<file path="config.mk">
export PLATFORM = sky130hd
export DESIGN_NAME = serial_add_ctrl
export DESIGN_NICKNAME = d
export VERILOG_FILES = /design/src/rtl/serial_add_ctrl_pkg.sv /design/src/rtl/serial_add_ctrl_add_cell.sv /design/src/rtl/serial_add_ctrl.sv
export SDC_FILE = /design/constraint.sdc
export NUM_CORES = 1
export LEC_CHECK = 0
export CAP_MARGIN = 30
export CORE_ASPECT_RATIO = 1.2
export CORE_MARGIN = 3
export CORE_UTILIZATION = 40
export CTS_BUF_LIST = sky130_fd_sc_hd__clkbuf_4 sky130_fd_sc_hd__clkbuf_8 sky130_fd_sc_hd__clkbuf_16
export DETAILED_ROUTE_END_ITERATION = 12
export GPL_TIMING_DRIVEN = 0
export PLACE_DENSITY = 0.73
export SLEW_MARGIN = 20
export SYNTH_ARGS = -nofsm -noshare
export SYNTH_HDL_FRONTEND = slang
export SYNTH_SLANG_ARGS = --single-unit
</file>
<file path="constraint.sdc">
create_clock -name clk -period 1.7 [get_ports clk]
set_clock_uncertainty 0.2 [all_clocks]
set_input_delay 0.17 -clock clk [delete_from_list [all_inputs] [get_ports clk]]
set_output_delay 0.17 -clock clk [all_outputs]
set_load 0.1 [all_outputs]
</file>
<file path="src/rtl/serial_add_ctrl_pkg.sv">
// Shared definitions for the bit-serial adder controller: state encodings
// and the default operand width.
package serial_add_ctrl_pkg;

    localparam int DEFAULT_WIDTH = 8;

    typedef enum logic [1:0] {
        ST_IDLE = 2'd0,
        ST_RUN  = 2'd1,
        ST_DONE = 2'd2
    } state_t;

endpackage

</file>
<file path="src/rtl/serial_add_ctrl_add_cell.sv">
// Single-bit add cell: sum plus propagate/generate terms so the controller
// can form the next carry as g | (p & cin).
module add_cell (
    input  logic a,
    input  logic b,
    input  logic cin,
    output logic sum,
    output logic p,
    output logic g
);

    assign p   = a ^ b;
    assign g   = a & b;
    assign sum = p ^ cin;

endmodule

</file>
<file path="src/rtl/serial_add_ctrl.sv">
// Bit-serial adder controller: one add cell, LSB first, WIDTH cycles per add.
// Result, carry-out and signed overflow are registered on entry to DONE and
// held until the next completion.
module serial_add_ctrl
    import serial_add_ctrl_pkg::*;
#(
    parameter  int WIDTH = DEFAULT_WIDTH,
    localparam int CNT_W = $clog2(WIDTH + 1)
) (
    input  logic             clk,
    input  logic             rst_n,
    input  logic             start,
    input  logic [WIDTH-1:0] a,
    input  logic [WIDTH-1:0] b,
    input  logic             cin,
    output logic             ready,
    output logic             busy,
    output logic             done,
    output logic [WIDTH-1:0] sum,
    output logic             cout,
    output logic             overflow
);

    state_t             state_reg, state_next;
    logic [WIDTH-1:0]   opa_reg, opb_reg, res_reg, res_next;
    logic [WIDTH-1:0]   sum_reg;
    logic [CNT_W-1:0]   cnt_reg;
    logic               carry_reg, carry_next;
    logic               cout_reg, ovf_reg;
    logic               cell_sum, cell_p, cell_g;
    logic               accept, last_bit;

    add_cell u_cell (
        .a   (opa_reg[0]),
        .b   (opb_reg[0]),
        .cin (carry_reg),
        .sum (cell_sum),
        .p   (cell_p),
        .g   (cell_g)
    );

    assign carry_next = cell_g | (cell_p & carry_reg);
    assign last_bit   = (cnt_reg == CNT_W'(WIDTH - 1));
    assign accept     = start && (state_reg != ST_RUN);

    // Result shifts right with the new sum bit entering at the MSB; a
    // one-bit result is simply the sum bit.
    generate
        if (WIDTH == 1) begin : g_res_one
            assign res_next = cell_sum;
        end else begin : g_res_wide
            assign res_next = {cell_sum, res_reg[WIDTH-1:1]};
        end
    endgenerate

    // State register.
    always_ff @(posedge clk or negedge rst_n) begin
        if (!rst_n) state_reg <= ST_IDLE;
        else        state_reg <= state_next;
    end

    // Next-state logic and state-decoded status outputs.
    always_comb begin
        state_next = state_reg;
        ready      = 1'b0;
        busy       = 1'b0;
        done       = 1'b0;
        case (state_reg)
            ST_IDLE: begin
                ready = 1'b1;
                if (start) state_next = ST_RUN;
            end
            ST_RUN: begin
                busy = 1'b1;
                if (last_bit) state_next = ST_DONE;
            end
            ST_DONE: begin
                ready      = 1'b1;
                done       = 1'b1;
                state_next = start ? ST_RUN : ST_IDLE;
            end
            default: begin
                state_next = ST_IDLE;
            end
        endcase
    end

    // Operand shifters, carry flop, counter and output capture. Overflow is
    // the carry into the MSB (carry_reg on the last bit) XOR the carry out.
    always_ff @(posedge clk or negedge rst_n) begin
        if (!rst_n) begin
            opa_reg   <= '0;
            opb_reg   <= '0;
            res_reg   <= '0;
            cnt_reg   <= '0;
            carry_reg <= 1'b0;
            sum_reg   <= '0;
            cout_reg  <= 1'b0;
            ovf_reg   <= 1'b0;
        end else if (accept) begin
            opa_reg   <= a;
            opb_reg   <= b;
            carry_reg <= cin;
            cnt_reg   <= '0;
            res_reg   <= '0;
        end else if (state_reg == ST_RUN) begin
            opa_reg   <= opa_reg >> 1;
            opb_reg   <= opb_reg >> 1;
            carry_reg <= carry_next;
            res_reg   <= res_next;
            cnt_reg   <= cnt_reg + CNT_W'(1);
            if (last_bit) begin
                sum_reg  <= res_next;
                cout_reg <= carry_next;
                ovf_reg  <= carry_reg ^ carry_next;
            end
        end
    end

    assign sum      = sum_reg;
    assign cout     = cout_reg;
    assign overflow = ovf_reg;

endmodule

</file>
==> summary.txt <==
STA
  • Worst-Margin Slew: 0.553 ns
  • Hold WS: between 0.08 and 0.09 ns
  • Fmax: between 500 and 600 MHz
  • Worst slew margin: 63.3%
  • Setup violations, final: 9
  • Final WS setup: -0.0191 ns
  • Setup TNS: -0.0768 ns
  • Fin. Hold Viols: 0
  • Final worst path period need: 1.72 ns
  • Period utilization: 101%
  • Max Transition Viols Final: 0
  • RSZ-0062 raised after global routing: true

Detailed routing
  • Final ANT Viol Nets: 0
  • DRT Pass-1 Iters: 4
  • Vias: approximately 1,300
  • Vias per cell: 4.95
  • Iter 0 DRT Violations: 73
  • Aggregate routed wire length: 3710 µm
  • DRC: 0
  • DR WL/cell: around 15 µm

Power and ir drop
  • Power Total: 4.81 mW
  • Lkg Pwr: between 1 and 1.5 nW
  • PwrDens: between 2000 and 2500 nW/µm²
  • VDD IR max: 0.934 mV

Die
  • Ports: 33
  • Row count: 25
  • Die Height: 78.2 µm
  • Die area: ~5200 µm²
  • Initial Utilization: 42.7%
  • Core area: 4070 µm²
  • Chip width: ~66 µm

Worst setup path
  • CP max stage delay: 0.37 ns
  • Cell Chain, Critical Path: ha_2, nand2_2, nor3_4, buf_6, mux2_4
  • Reg2Reg Depth: 5
  • CP Launch Type: flop
  • Crit path DAT: 1.71 ns
  • Instance count on the critical path: 5
  • Maximum fanout along the worst path: 5
  • Crit path capture type: flop
  • Slowest-stage cell, CP: dfrtp_1
  • WP buf/inv: 1
  • Critical path class: reg -> reg
  • Top Family by Delay on Critical Path: flip-flops
  • WP data required: about 1.7 ns

Cells and area
  • Share of layout cells above drive strength 1: 27.4%
  • Ant diodes: 0
  • FILL cells: 354
  • # nets final: 222
  • Layout area overhead: 35.8%

Logic synthesis
  • Post-synth top area cell: dfrtp_1
  • Mapped Nets: 175
  • Mapped cell area: about 1700 µm²
  • Area contributors post-synth: dfrtp_1, mux2i_1, o21ai_0
  • Yosys cell types: 20
  • Avg Inst Size Synth: 11.4 µm²
  • Synth cell count leaders: dfrtp_1, nand2_1, o21ai_0
  • Top-count cell post-synth: dfrtp_1
  • Synthesized flop and latch total: 40
  • Synth warn: 0
  • Post-synthesis sequential area ratio: 57.6%
  • Share of the synthesized area in the top cell type: 57.6%
  • Syn Inst Count: 153
  • Main synth FF type: dfrtp_1
  • Number of enable flip-flop cells after synthesis: 0
  • Asr flop ratio synth: 100%

GRT
  • Gr usage total: about 15%
  • Antenna violations before repair: 0
  • Pin count of the biggest net entering global routing: 22
  • First-pass GRT wire length: 5900 µm
  • GR Overflow Total: 0
  • Vias in the first global route: 1,305

Placement
  • Port Buffer Count: 31
  • GPL Wtd Cong: 0.741
  • Post-DP HPWL: 2500 µm

Status
  • Failing checks: setup timing
  • Status: finished, violations left

CTS
  • Worst-path clk slew: 0.07 ns
  • Bufs on Longest Clock Path: 2
  • CTS buffer count: 5
  • Clk_lat worst skew: around 0.30 ns
  • Htree depth: 2
  • Sink Count: 40
  • Root buffer cell: clkbuf_8
  • CTS tree: yes

Job
  • Max_cap viols: 0

Min path
  • Hold path cells: 4
  • Hold WC Path Type: in -> reg
power breakdown:
part           switching (mW)  internal (mW)
combinational            1.72          0.810
sequential              0.266           1.36
clock                   0.331          0.324
total                    2.32           2.49
final timing paths:
kind	slack [ns]	endpoint	from
setup / recovery	-0.02	sum[5]	cnt_reg[1]
hold / removal	0.09	cnt_reg[1]	start
setup reg to reg	-0.02	sum[5]	cnt_reg[1]
hold reg to reg	0.29	opa_reg[5]	opa_reg[6]
max in group asynchronous	0.67	opb_reg[5]	rst_n
min in group asynchronous	0.17	state_reg[1]	rst_n
logic make-up after synthesis:
kind of cell	count (synthesis)	share of synthesized area, %
AND/OR/NAND/NOR	41	10.9
flip-flops	40	57.6
AO/OA/AOI/OAI	29	8.50
multiplexers	27	16.3
buffers and inverters	12	3.89
XOR/XNOR	2	1.01
adder cells (fa/ha/maj)	2	1.87
through the flow:
step	worst slack (ns)	area, µm²	util [%]	instances
after floorplan	0.102	1740	-	153
after global placement	-0.758	2120	52.0	238
after detailed placement	-0.782	2140	52.6	239
after CTS	0.0162	2270	55.8	248
after global routing	-0.0838	2360	58.0	255
final	-0.0191	2360	58.0	255
layout make-up:
type / instances / area, µm² / area share, %
clock buffer: 6 / 82.6 / 3.50
buffer: 8 / 51.3 / 2.17
tap: 54 / 67.6 / 2.86
clock inverter: 2 / 10.0 / 0.424
inverter: 3 / 13.8 / 0.583
multi-input combinational: 101 / 712 / 30.2
sequential: 40 / 1000 / 42.4
timing repair buffer: 41 / 422 / 17.9
layer usage:
metal | track usage [%] | vias up | share of wire, %
li1 | - | 606 | -
met1 | 18.2 | 615 | 41
met2 | 24.3 | 36 | 51
met4 | 7.32 | 0 | 2.2
met3 | 5.44 | 6 | 5.6
met5 | 0 | - | 0
what timing repair did:
item	CTS	global route
cloned	0	1
pin swaps	0	2
hold endpoints to repair	40	0
setup buffers	0	7
gates resized for setup	55	15
hold buffers	1	0
setup endpoints to repair	13	10
tightest hold or removal path: stages:
cell,delay (ns)
buf_4,0.17
inv_1,0.08
nand2_1,0.06
o21ai_0,0.06
cells in the final DEF (no fill, tap or decap), types with 5 or more instances in the layout:
| master | Yosys | layout |
|---|---|---|
| buf_2 | 4 | 5 |
| buf_4 | 2 | 10 |
| clkbuf_8 | 0 | 6 |
| clkdlybuf4s15_2 | 0 | 10 |
| clkdlybuf4s50_1 | 0 | 17 |
| dfrtp_1 | 40 | 40 |
| mux2_4 | 0 | 10 |
| mux2i_1 | 17 | 17 |
| nand2_1 | 32 | 31 |
| o21ai_0 | 28 | 28 |
Note: power is estimated with default switching activity, not from simulation.
